File: src/rtl/dense_layer_sequencer_pkg.sv
// rtl/dense_layer_sequencer_pkg.sv - shared state encoding and ReLU helper for the dense sequencer
package dense_layer_sequencer_pkg;

   typedef enum logic [3:0] {
      ST_IDLE  = 4'd0,
      ST_ISSUE = 4'd1,
      ST_WAIT  = 4'd2,
      ST_WRITE = 4'd3,
      ST_DONE  = 4'd4,
      ST_ERR   = 4'd5
   } seq_state_t;

   // True when ReLU forces the value to zero; width-agnostic, it only needs the sign bit.
   function automatic logic relu_clamps(input logic relu_en, input logic sign_bit);
      return relu_en & sign_bit;
   endfunction

endpackage

File: src/rtl/dense_layer_sequencer_if.sv
// rtl/dense_layer_sequencer_if.sv - command, engine, buffer-write and status bundle of the sequencer
interface dense_layer_sequencer_if #(
   parameter int N       = 16,
   parameter int NIDX_W  = 8,
   parameter int ADDR_W  = 16,
   parameter int OADDR_W = 8
);
   logic                      cmd_valid;
   logic                      cmd_ready;
   logic [NIDX_W-1:0]         cmd_num_neurons;
   logic [ADDR_W-1:0]         cmd_num_inputs;
   logic [ADDR_W-1:0]         cmd_w_base;
   logic [OADDR_W-1:0]        cmd_out_base;
   logic                      cmd_relu;
   logic                      eng_start;
   logic [ADDR_W-1:0]         eng_w_base;
   logic [NIDX_W-1:0]         eng_b_idx;
   logic                      eng_done;
   logic signed [N-1:0]       eng_result;
   logic                      wr_en;
   logic [OADDR_W-1:0]        wr_addr;
   logic [N-1:0]              wr_data;
   logic                      busy;
   logic                      layer_done;
   logic                      err_timeout;
   logic                      err_clr;

   // Sequencer side.
   modport master (
      input  cmd_valid, cmd_num_neurons, cmd_num_inputs, cmd_w_base, cmd_out_base, cmd_relu,
      input  eng_done, eng_result, err_clr,
      output cmd_ready, eng_start, eng_w_base, eng_b_idx,
      output wr_en, wr_addr, wr_data, busy, layer_done, err_timeout
   );

   // Accelerator FSM, dense engine and activation buffer side.
   modport slave (
      output cmd_valid, cmd_num_neurons, cmd_num_inputs, cmd_w_base, cmd_out_base, cmd_relu,
      output eng_done, eng_result, err_clr,
      input  cmd_ready, eng_start, eng_w_base, eng_b_idx,
      input  wr_en, wr_addr, wr_data, busy, layer_done, err_timeout
   );
endinterface

File: src/rtl/dense_layer_sequencer.sv
// rtl/dense_layer_sequencer.sv - steps one shared dense engine across all neurons of a layer
module dense_layer_sequencer
   import dense_layer_sequencer_pkg::*;
#(
   parameter int N       = 16,
   parameter int NIDX_W  = 8,
   parameter int ADDR_W  = 16,
   parameter int OADDR_W = 8,
   parameter int TIMEOUT = 1024
) (
   input  logic                   clk,
   input  logic                   reset,
   dense_layer_sequencer_if.master bus
);

   localparam int CNT_W = $clog2(TIMEOUT);

   seq_state_t state, state_d;

   logic [NIDX_W-1:0]  num_neurons_q;
   logic [ADDR_W-1:0]  num_inputs_q;
   logic               relu_q;
   logic [NIDX_W-1:0]  k;
   logic [ADDR_W-1:0]  wptr;
   logic [OADDR_W-1:0] optr;
   logic [CNT_W-1:0]   wd_cnt;
   logic [N-1:0]       result_q;
   logic               err_q;

   logic accept;
   logic last_neuron;
   logic expire;

   assign accept      = bus.cmd_valid && (state == ST_IDLE);
   assign last_neuron = ((k + NIDX_W'(1)) == num_neurons_q);
   // eng_done has priority over expiry, so expiry is only acted on when no done arrives.
   assign expire      = (wd_cnt == CNT_W'(TIMEOUT - 1));

   // State register.
   always_ff @(posedge clk or posedge reset) begin
      if (reset) state <= ST_IDLE;
      else       state <= state_d;
   end

   // Next-state logic and state-decoded strobes.
   always_comb begin
      state_d        = state;
      bus.cmd_ready  = 1'b0;
      bus.eng_start  = 1'b0;
      bus.wr_en      = 1'b0;
      bus.busy       = 1'b1;
      bus.layer_done = 1'b0;
      case (state)
         ST_IDLE: begin
            bus.cmd_ready = 1'b1;
            bus.busy      = 1'b0;
            if (accept) state_d = (bus.cmd_num_neurons == '0) ? ST_DONE : ST_ISSUE;
         end
         ST_ISSUE: begin
            bus.eng_start = 1'b1;
            state_d       = ST_WAIT;
         end
         ST_WAIT: begin
            if (bus.eng_done)  state_d = ST_WRITE;
            else if (expire)   state_d = ST_ERR;
         end
         ST_WRITE: begin
            bus.wr_en = 1'b1;
            state_d   = last_neuron ? ST_DONE : ST_ISSUE;
         end
         ST_DONE: begin
            bus.layer_done = 1'b1;
            state_d        = ST_IDLE;
         end
         ST_ERR: begin
            if (bus.err_clr) state_d = ST_IDLE;
         end
         default: state_d = ST_IDLE;
      endcase
   end

   // Command latch, neuron/address pointers, watchdog counter and result capture.
   always_ff @(posedge clk or posedge reset) begin
      if (reset) begin
         num_neurons_q <= '0;
         num_inputs_q  <= '0;
         relu_q        <= 1'b0;
         k             <= '0;
         wptr          <= '0;
         optr          <= '0;
         wd_cnt        <= '0;
         result_q      <= '0;
      end else begin
         if (accept) begin
            num_neurons_q <= bus.cmd_num_neurons;
            num_inputs_q  <= bus.cmd_num_inputs;
            relu_q        <= bus.cmd_relu;
            k             <= '0;
            wptr          <= bus.cmd_w_base;
            optr          <= bus.cmd_out_base;
         end
         if (state == ST_ISSUE)     wd_cnt <= '0;
         else if (state == ST_WAIT) wd_cnt <= wd_cnt + CNT_W'(1);
         if (state == ST_WAIT && bus.eng_done) result_q <= bus.eng_result;
         // Weight base advances by the stride each neuron, so no multiplier is needed.
         if (state == ST_WRITE && !last_neuron) begin
            k    <= k + NIDX_W'(1);
            wptr <= wptr + num_inputs_q;
            optr <= optr + OADDR_W'(1);
         end
      end
   end

   // Sticky watchdog flag; a fresh expiry outranks a simultaneous clear.
   always_ff @(posedge clk or posedge reset) begin
      if (reset)                                          err_q <= 1'b0;
      else if (state == ST_WAIT && !bus.eng_done && expire) err_q <= 1'b1;
      else if (bus.err_clr)                               err_q <= 1'b0;
   end

   assign bus.eng_w_base  = wptr;
   assign bus.eng_b_idx   = k;
   assign bus.wr_addr     = optr;
   assign bus.wr_data     = relu_clamps(relu_q, result_q[N-1]) ? '0 : result_q;
   assign bus.err_timeout = err_q;

endmodule
File: src/flat_wrapper.sv
// flat-port wrapper written by rule: the top's interface ports become plain ports
module dense_layer_sequencer_flat import dense_layer_sequencer_pkg::*;
#(
   parameter int N       = 16,
   parameter int NIDX_W  = 8,
   parameter int ADDR_W  = 16,
   parameter int OADDR_W = 8,
   parameter int TIMEOUT = 1024
)
  (clk, reset, bus_cmd_valid, bus_cmd_num_neurons, bus_cmd_num_inputs, bus_cmd_w_base, bus_cmd_out_base, bus_cmd_relu, bus_eng_done, bus_eng_result, bus_err_clr, bus_cmd_ready, bus_eng_start, bus_eng_w_base, bus_eng_b_idx, bus_wr_en, bus_wr_addr, bus_wr_data, bus_busy, bus_layer_done, bus_err_timeout);
  dense_layer_sequencer_if #(.N(N), .NIDX_W(NIDX_W), .ADDR_W(ADDR_W), .OADDR_W(OADDR_W)) bus_i ();
  input  logic clk;
  input  logic reset;
  input wire logic [$bits(bus_i.cmd_valid)-1:0] bus_cmd_valid;
  input wire logic [$bits(bus_i.cmd_num_neurons)-1:0] bus_cmd_num_neurons;
  input wire logic [$bits(bus_i.cmd_num_inputs)-1:0] bus_cmd_num_inputs;
  input wire logic [$bits(bus_i.cmd_w_base)-1:0] bus_cmd_w_base;
  input wire logic [$bits(bus_i.cmd_out_base)-1:0] bus_cmd_out_base;
  input wire logic [$bits(bus_i.cmd_relu)-1:0] bus_cmd_relu;
  input wire logic [$bits(bus_i.eng_done)-1:0] bus_eng_done;
  input wire logic [$bits(bus_i.eng_result)-1:0] bus_eng_result;
  input wire logic [$bits(bus_i.err_clr)-1:0] bus_err_clr;
  output wire logic [$bits(bus_i.cmd_ready)-1:0] bus_cmd_ready;
  output wire logic [$bits(bus_i.eng_start)-1:0] bus_eng_start;
  output wire logic [$bits(bus_i.eng_w_base)-1:0] bus_eng_w_base;
  output wire logic [$bits(bus_i.eng_b_idx)-1:0] bus_eng_b_idx;
  output wire logic [$bits(bus_i.wr_en)-1:0] bus_wr_en;
  output wire logic [$bits(bus_i.wr_addr)-1:0] bus_wr_addr;
  output wire logic [$bits(bus_i.wr_data)-1:0] bus_wr_data;
  output wire logic [$bits(bus_i.busy)-1:0] bus_busy;
  output wire logic [$bits(bus_i.layer_done)-1:0] bus_layer_done;
  output wire logic [$bits(bus_i.err_timeout)-1:0] bus_err_timeout;
  assign bus_i.cmd_valid = bus_cmd_valid;
  assign bus_i.cmd_num_neurons = bus_cmd_num_neurons;
  assign bus_i.cmd_num_inputs = bus_cmd_num_inputs;
  assign bus_i.cmd_w_base = bus_cmd_w_base;
  assign bus_i.cmd_out_base = bus_cmd_out_base;
  assign bus_i.cmd_relu = bus_cmd_relu;
  assign bus_i.eng_done = bus_eng_done;
  assign bus_i.eng_result = bus_eng_result;
  assign bus_i.err_clr = bus_err_clr;
  assign bus_cmd_ready = bus_i.cmd_ready;
  assign bus_eng_start = bus_i.eng_start;
  assign bus_eng_w_base = bus_i.eng_w_base;
  assign bus_eng_b_idx = bus_i.eng_b_idx;
  assign bus_wr_en = bus_i.wr_en;
  assign bus_wr_addr = bus_i.wr_addr;
  assign bus_wr_data = bus_i.wr_data;
  assign bus_busy = bus_i.busy;
  assign bus_layer_done = bus_i.layer_done;
  assign bus_err_timeout = bus_i.err_timeout;
  dense_layer_sequencer #(.N(N), .NIDX_W(NIDX_W), .ADDR_W(ADDR_W), .OADDR_W(OADDR_W), .TIMEOUT(TIMEOUT)) u_core (.clk(clk), .reset(reset), .bus(bus_i));
endmodule
File: config.mk
export PLATFORM = sky130hd
export DESIGN_NAME = dense_layer_sequencer_flat
export DESIGN_NICKNAME = d
export VERILOG_FILES = /design/src/rtl/dense_layer_sequencer_pkg.sv /design/src/rtl/dense_layer_sequencer_if.sv /design/src/rtl/dense_layer_sequencer.sv /design/src/flat_wrapper.sv
export SDC_FILE = /design/constraint.sdc
export NUM_CORES = 1
export LEC_CHECK = 0
export CAP_MARGIN = 20
export CELL_PAD_IN_SITES_DETAIL_PLACEMENT = 0
export CELL_PAD_IN_SITES_GLOBAL_PLACEMENT = 1
export CORE_ASPECT_RATIO = 0.9
export CORE_MARGIN = 1.5
export CORE_UTILIZATION = 37
export DETAILED_ROUTE_END_ITERATION = 12
export PLACE_DENSITY = 0.86
export SYNTH_ARGS = -nofsm -noshare
export SYNTH_HDL_FRONTEND = slang
export SYNTH_SLANG_ARGS = --single-unit
File: constraint.sdc
create_clock -name clk -period 3.7 [get_ports clk]
set_clock_uncertainty 0.2 [all_clocks]
set_input_delay 0.74 -clock clk [delete_from_list [all_inputs] [get_ports clk]]
set_output_delay 0.74 -clock clk [all_outputs]
set_load 0.01 [all_outputs]
Yosys cells after proc, flatten, opt, wreduce, memory -nomap -nowiden
Cells that the tools add are included. W data, S select, Z words.

Reductions and logical operators: 13. $add $sub $neg: 4. Equality and inequality tests: 10. Mux-type cells: 23. Bitwise operators: 1.

Operator list (number): $mux W16 (3); $mux W8 (4); $mux W10 (2); $pmux W4 S5 (1); $add A16 B16 Y16 (1); $add A8 B1 Y8 const B (2); $mux W4 (4); $add A10 B1 Y10 const B (1); $eq A10 B10 Y1 const B (1); $eq A4 B2 Y1 const B (2); $eq A4 B3 Y1 const B (2); $eq A8 B8 Y1 (1); $logic_not A8 Y1 (1); $mux W1 (7); $mux W3 (2); $reduce_bool A2 Y1 (3); $logic_and A1 B1 Y1 (5); $eq A4 B1 Y1 const B (1); $logic_not A4 Y1 (1); $ne A3 B2 Y1 const B (1); $reduce_and A3 Y1 (1); $logic_not A1 Y1 (2); $ne A2 B1 Y1 const B (1); $ne A2 B2 Y1 const B (1); $and A1 B1 Y1 (1).

Flip-flop bits (word level): 88. Output and inout bits: 54.

Depth between registers and ports, before layout
Gate-level depths: netlist of run 1.

Word-level depth: 5. Depth in mapped cells: 10.

Worst setup path after synthesis of run 1
OpenSTA, ideal clock, no wires.

Path type: reg2reg. Start point: reg u_core.k[0] (netlist: u_core.bus.eng_b_idx[0]). End point: reg u_core.wptr[0] (netlist: u_core.bus.eng_w_base[0]). Cell stages (with the launch flop): 10. Arrival: 2.345 ns. Buffers on the path: 2. Data required time: 3.379 ns. Setup time: 0.121 ns. Setup slack: 1.033 ns. Cell sequence: dfrtp_1 > ha_1 > nand3_1 > or2_2 > xnor2_1 > o41a_2 > buf_6 > buf_2 > a22oi_1 > nand2_1.

Cells in the longest elaborated chain, start to end: 5.

RTL lines: from (decl) (line dense_layer_sequencer.sv:23) `logic [NIDX_W-1:0] k;`; from (signal assigned) (line dense_layer_sequencer.sv:107) `k <= k + NIDX_W'(1);`; $add A8 B1 Y8 * (line dense_layer_sequencer.sv:35) `assign last_neuron = ((k + NIDX_W'(1)) == num_neurons_q);`; $eq A8 B8 Y1 * (line dense_layer_sequencer.sv:35); $logic_not A1 Y1 * (line dense_layer_sequencer.sv:106) `if (state == ST_WRITE && !last_neuron) begin`; $logic_and A1 B1 Y1 * (line dense_layer_sequencer.sv:106); $mux W16 or $reduce_bool A2 Y1 (tied branches); to (signal assigned) (line dense_layer_sequencer.sv:99) `wptr <= bus.cmd_w_base;`; to (signal assigned) (line dense_layer_sequencer.sv:108) `wptr <= wptr + num_inputs_q;`; to (decl) (line dense_layer_sequencer.sv:24) `logic [ADDR_W-1:0] wptr;`.

Every way passes the cells marked *; elsewhere a longest branch is shown, timed or not. A chain may end at the register's enable or synchronous reset.

Worst setup path after layout of run 1
Start point: reg u_core.k[0] (netlist: u_core.bus.eng_b_idx[0]). End point: reg u_core.optr[4] (netlist: u_core.bus.wr_addr[4]).

Cells in the longest elaborated chain, start to end: 5.

RTL lines: $add A8 B1 Y8 * (line dense_layer_sequencer.sv:35); $eq A8 B8 Y1 * (line dense_layer_sequencer.sv:35); $logic_not A1 Y1 * (line dense_layer_sequencer.sv:106); $logic_and A1 B1 Y1 * (line dense_layer_sequencer.sv:106); $mux W8 or $reduce_bool A2 Y1 (tied branches); to (signal assigned) (line dense_layer_sequencer.sv:100) `optr <= bus.cmd_out_base;`; to (signal assigned) (line dense_layer_sequencer.sv:109) `optr <= optr + OADDR_W'(1);`; to (decl) (line dense_layer_sequencer.sv:25) `logic [OADDR_W-1:0] optr;`.

Marks and branches as above.

==> results of run 1 <==
[power by group through the flow]
stage,registers (mW),clock network [mW],logic (mW)
CTS,1.75,0.967,3.32
global placement,1.74,0,3.25
global route,1.82,1.01,3.67
detailed placement,1.77,0,3.30
finish,1.75,0.930,3.31
floorplan,1.71,0,2.21
[cells by family after synthesis]
logic type / count (synthesis) / share of synthesized area
buf+inv: 37 / 0.03932
flops: 87 / 0.4414
simple gates: 227 / 0.2164
xor+xnor: 25 / 0.04439
mux: 29 / 0.06317
compound gates: 113 / 0.1456
fa+ha+maj: 19 / 0.04972
[worst max-delay path: stages, from the launching register on]
cell,delay [ns]
dfrtp_1,0.47
ha_1,0.26
nand3_1,0.18
or2_2,0.36
xnor2_1,0.14
o41a_2,0.66
buf_4,0.33
or2b_1,0.18
a21oi_1,0.06
a311oi_1,0.26
[flip-flops by register name (all words and copies together) (netlist names), 3 cells and up]
| register | cells |
|---|---|
| u_core.bus.eng_w_base | 16 |
| u_core.num_inputs_q | 16 |
| u_core.result_q | 16 |
| u_core.wd_cnt | 10 |
| u_core.bus.eng_b_idx | 8 |
| u_core.bus.wr_addr | 8 |
| u_core.num_neurons_q | 8 |
| u_core.state | 3 |
[worst min path at each step]
| stage | start | endpoint | cells past startpoint |
|---|---|---|---|
| 2_1_floorplan | u_core.num_inputs_q[0]$_DFFE_PP0P_ | u_core.num_inputs_q[0]$_DFFE_PP0P_ | 2 |
| 3_3_place_gp | u_core.num_inputs_q[9]$_DFFE_PP0P_ | u_core.num_inputs_q[9]$_DFFE_PP0P_ | 2 |
| 3_5_place_dp | u_core.num_inputs_q[6]$_DFFE_PP0P_ | u_core.num_inputs_q[6]$_DFFE_PP0P_ | 2 |
| 4_1_cts | u_core.num_inputs_q[6]$_DFFE_PP0P_ | u_core.num_inputs_q[6]$_DFFE_PP0P_ | 2 |
| 5_1_grt | u_core.result_q[3]$_DFFE_PP0P_ | u_core.result_q[3]$_DFFE_PP0P_ | 1 |
| 6_report | u_core.num_inputs_q[3]$_DFFE_PP0P_ | u_core.num_inputs_q[3]$_DFFE_PP0P_ | 2 |
[cell usage in the layout, fill, tap and decap left out, types with 2 or more instances in the layout]
cell type        count
clkdlybuf4s50_1    123
nand2_1            114
dfrtp_1             87
o21ai_0             38
nor2_1              28
a21oi_1             24
and2_1              22
xnor2_1             18
ha_1                18
mux2_2              17
nand3_1             14
inv_1               12
mux2i_1             12
and3_1               9
clkbuf_16            9
nor2b_1              7
xor2_1               7
a211oi_1             6
nand4_1              5
nand2b_1             5
a21o_1               5
a311oi_1             5
a31oi_1              4
a22oi_1              4
buf_4                4
or2_2                3
nor4_1               3
o31ai_1              3
clkinv_2             3
a211o_1              3
o21a_1               3
a41oi_1              3
nor3_1               3
or3_1                2
nor3b_1              2
o31a_1               2
o22ai_1              2
or2b_1               2
clkbuf_8             2
[routing by layer]
layer  GRT usage  vias up  part of all wire  wire (microns)
li1            -     2093                 -               -
met1      0.2500     1988              0.47            6056
met2      0.2905      125              0.45            5755
met3     0.06053        9             0.063             806
met4     0.05211        0             0.012             150
met5           0        -                 0               0
[final cells by class]
cell class | count | area [sq um]
flip-flops and latches | 87 | 2177
repair buffers | 128 | 1281
fillers | 1183 | 6247
clock inverters | 5 | 56.30
well taps | 164 | 205.2
inverters | 13 | 50.05
clock buffers | 11 | 252.7
multi-input cells | 413 | 2564
==> flow_metrics.py, run 1 <==
metrics = {
    "die": {
        "io_pins": 124,
        "die_area_sq_um": 14030,
        "rows": 39,
        "fp.dieH_microns": 112.5,
        "die_w_microns": 124.7,
        "start_util": 0.3843,
        "design.core.area_sq_um": 12830,
    },
    "synthesis": {
        "synth.most_common_cell": "nand2_1",
        "syn_inst": 537,
        "seq_area_frac_synth": 0.4414,
        "yosys-top-cells-area": "dfrtp_1 (44%), nand2_1 (8.8%), ha_1 (4.6%)",
        "synth_top_area_frac": 0.4414,
        "syn-num-nets": 626,
        "ys_ff_latch": 87,
        "ys.flop_type": "dfrtp_1",
        "avgSynthCellArea_sq_um": 9.185,
        "synth-warning-count": 0,
        "ys_types": 57,
        "synthTopCellsByCount": "nand2_1 (115), dfrtp_1 (87), o21ai_0 (38)",
        "synthArstFlopShare": 1.000,
        "yosysTopAreaCell": "dfrtp_1",
        "synth_edf_count": 0,
        "syn_area_sq_um": 4932,
    },
    "cells_and_area": {
        "final_cells": 821,
        "syn_to_final_growth_pct": 33.54,
        "finish.utilization": 0.5132,
        "final_nets": 741,
        "final_layout_size_suffix_gt1_frac": 0.07458,
        "antenna_cells": 0,
        "fin_area_sq_um": 6586,
    },
    "sta": {
        "relSlewSlack": 0.4990,
        "rsz0062_at_grt": "false",
        "fmax_ghz": 0.3115,
        "whs_ns": 0.2866,
        "totalNegativeSetupSlack_ns": 0,
        "tightestPinTransition_ns": 0.7515,
        "hold_violations": 0,
        "drv_slew": 0,
        "finalCritPeriodShare": 0.8676,
        "fin_ws_ns": 0.4899,
        "setup_viol": 0,
        "layout_min_cycle_time_ns": 3.210,
    },
    "clock_network": {
        "cts.reportedPaths.clkPinSlew_ns": 0.06,
        "h-tree-depth": 3,
        "hold_buffers": 0,
        "post_cts_buffers": 0,
        "insertion_delay_ns": 0.34,
        "cts-root-buf": "clkbuf_16",
        "cts_tree": "built",
        "cts.sinks": 87,
        "cts_buffers": 9,
        "cts_buffer_depth": 2,
        "cts-resized-gates": 0,
    },
    "placement": {
        "gp_congestion": 0.9128,
        "dp_hpwl_mm": 9.356,
        "dpl_cell_area_sq_um": 6277,
        "dp.cells": 805,
        "port_buffers": 123,
        "post-place-ws_ns": 0.5354,
    },
    "pwr": {
        "pwr_density_cell_nw_per_um2": 910.6,
        "cellInternalPower_mw": 3.580,
        "seqPwrFrac": 0.293,
        "power_frac_comb": 0.552,
        "finalPower_mw": 5.998,
        "p_sw_mw": 2.417,
        "p_leak_nw": 2.884,
        "ir_drop_mv": 0.4115,
        "clkPwrFrac": 0.155,
        "p_sw_frac": 0.4031,
    },
    "drt": {
        "post-route-drc-count": 0,
        "dr.first_iter.drc_count": 182,
        "avgRoutedWirePerCell_microns": 15.55,
        "vias": 4215,
        "via_per_inst": 5.134,
        "firstDrtPassIters": 4,
        "drtAntennaViolNets": 0,
        "finalWirelength_mm": 12.77,
    },
    "global_route": {
        "grtUsageTotal": 0.1864,
        "grt_pass1_vias": 4080,
        "grt_max_degree": 37,
        "grt_pass1_wl_mm": 20.83,
        "grt_overflow": 0,
        "grt_antenna_before_repair": 0,
    },
    "worst_setup_path": {
        "crit_arrival_ns": 3.25,
        "crit_path_end_kind": "flop",
        "timing.rr.end": "u_core.bus.wr_addr[4]$_DFFE_PP0P_",
        "worst-setup-path-type": "flop to flop",
        "r2r-start": "u_core.bus.eng_b_idx[0]$_DFFE_PP0P_",
        "cp.required_ns": 3.74,
        "reg2reg_slack_ns": 0.49,
        "crit_path_end": "u_core.bus.wr_addr[4]$_DFFE_PP0P_",
        "crit_fanout": 33,
        "cp-startpoint": "u_core.bus.eng_b_idx[0]$_DFFE_PP0P_",
        "reg2regPathDepth": 9,
        "start_kind": "flop",
    },
    "job": {
        "cap_violations": 0,
    },
    "outcome": {
        "status": "finished, final reports clean",
    },
    "min_path": {
        "holdCritPathClass": "flop to flop",
    },
}
Note: power is estimated with default switching activity, not from simulation.
==> run 2, diff against run 1 <==
- REMOVE_ABC_BUFFERS: unset -> 1
==> flow_metrics.py, run 2 (synthesis results as in run 1) <==
metrics = {
    "worst_setup_path": {
        "crit_path_end_kind": "flop",
        "reg2regPathDepth": 9,
        "cp.required_ns": 3.74,
        "worst-setup-path-type": "flop to flop",
        "start_kind": "flop",
        "crit_arrival_ns": 3.11,
        "crit_fanout": 28,
    },
    "die": {
        "die_area_sq_um": 14030,
        "io_pins": 124,
        "die_w_microns": 124.7,
        "start_util": 0.3843,
        "fp.dieH_microns": 112.5,
        "rows": 39,
        "design.core.area_sq_um": 12830,
    },
    "global_route": {
        "grt_max_degree": 56,
        "gr-usage-met3": 0.04099,
        "grt.met1_usage": 0.2345,
        "grt_pass1_wl_mm": 20.44,
        "grtUsageMet2": 0.2971,
        "grt_pass1_vias": 4234,
        "grt_overflow": 0,
        "grt_antenna_before_repair": 0,
        "grtUsageTotal": 0.1785,
        "grt-busiest-layer": "met2",
    },
    "outcome": {
        "status": "finished, final reports clean",
    },
    "pwr": {
        "p_leak_nw": 2.897,
        "ir_drop_mv": 0.2690,
        "pwr_density_cell_nw_per_um2": 897.4,
    },
    "clock_network": {
        "hold_buffers": 0,
        "cts.sinks": 87,
        "cts-resized-gates": 0,
        "cts_tree": "built",
        "cts.reportedPaths.clkPinSlew_ns": 0.06,
        "insertion_delay_ns": 0.34,
        "h-tree-depth": 3,
        "cts_buffers": 9,
        "cts_buffer_depth": 2,
        "post_cts_buffers": 0,
        "cts-root-buf": "clkbuf_16",
    },
    "sta": {
        "rsz0062_at_grt": "false",
        "tightestPinTransition_ns": 0.7725,
        "totalNegativeSetupSlack_ns": 0,
        "layout_min_cycle_time_ns": 3.071,
        "relSlewSlack": 0.4832,
        "drv_slew": 0,
        "hold_violations": 0,
        "fmax_ghz": 0.3256,
        "setup_viol": 0,
        "finalCritPeriodShare": 0.8301,
    },
    "drt": {
        "vias": 4231,
        "firstDrtPassIters": 5,
        "drtAntennaViolNets": 0,
        "finalWirelength_mm": 12.23,
        "dr.first_iter.drc_count": 154,
        "post-route-drc-count": 0,
        "via_per_inst": 5.135,
        "avgRoutedWirePerCell_microns": 14.84,
    },
    "cells_and_area": {
        "final_layout_size_suffix_gt1_frac": 0.07879,
        "multi_input_area_sq_um": 2564,
        "final_nets": 746,
        "layout_commonest_cell": "clkdlybuf4s50_1",
        "most-common-layout-cells": "clkdlybuf4s50_1 (123), nand2_1 (114), dfrtp_1 (87)",
        "finish.utilization": 0.5144,
        "syn_to_final_growth_pct": 33.84,
        "antenna_cells": 0,
        "final_cells": 824,
        "n_fill_cell": 1190,
        "regArea_sq_um": 2177,
    },
    "job": {
        "cap_violations": 0,
    },
    "placement": {
        "dp_hpwl_mm": 9.039,
        "port_buffers": 123,
        "dp.cells": 809,
        "gp_congestion": 0.8915,
    },
    "min_path": {
        "min_path_cells": 2,
        "holdCritPathClass": "flop to flop",
    },
}
## run 2: changes by cell type in the layout (fill, tap and decap cells not counted), sizes merged
cell / before / now
clkbuf: 11 / 10
buf: 5 / 10
clkinv: 4 / 3
## run 2: worst max-delay path: stages, from the launching register on
cell      delay (ns)
dfrtp_1         0.49
ha_1            0.29
nand3_1         0.20
or2_2           0.37
xnor2_1         0.15
o41a_2          0.52
buf_4           0.25
or2b_1          0.18
a21oi_1         0.06
a311oi_1        0.26
## run 2: report_power, final
part	switching, mW	internal [mW]
clock network	0.360	0.531
registers	0.368	1.37
logic	1.64	1.65
## run 2: final timing paths
kind	from	end	slack, ns
max	u_core.bus.eng_b_idx[0]$_DFFE_PP0P_	u_core.bus.wr_addr[4]$_DFFE_PP0P_	0.63
min	u_core.num_inputs_q[11]$_DFFE_PP0P_	u_core.num_inputs_q[11]$_DFFE_PP0P_	0.29
max reg2reg	u_core.bus.eng_b_idx[0]$_DFFE_PP0P_	u_core.bus.wr_addr[4]$_DFFE_PP0P_	0.63
min reg2reg	u_core.num_inputs_q[11]$_DFFE_PP0P_	u_core.num_inputs_q[11]$_DFFE_PP0P_	0.29
max in group asynchronous	reset	u_core.bus.eng_b_idx[0]$_DFFE_PP0P_	2.13
min in group asynchronous	reset	u_core.result_q[9]$_DFFE_PP0P_	0.49
## run 2: per-stage QoR
step | hold slack [ns] | setup WS, ns | total power [mW] | instance area [sq um]
after floorplan | 0.2497 | 0.5098 | 3.814 | 4787
after global placement | 0.2721 | 0.8356 | 4.980 | 6295
after detailed placement | 0.2713 | 0.6558 | 5.062 | 6295
after CTS | 0.2903 | 0.6250 | 5.983 | 6581
after global routing | 0.3084 | 0.5072 | 6.435 | 6601
final | 0.2853 | 0.6286 | 5.924 | 6601
## run 2: routing by layer
metal  wire length (microns)  vias to the layer above
li1                        -                     2109
met2                    5780                       91
met1                    5754                     2023
met5                       0                        -
met4                     142                        0
met3                     549                        8
## run 2: area by class of cell
cell class	instances	share of cell area
repair buffers	133	0.1998
multi-input cells	413	0.3884
well taps	164	0.03108
flip-flops and latches	87	0.3298
clock buffers	10	0.03620
inverters	13	0.007582
clock inverters	4	0.007202
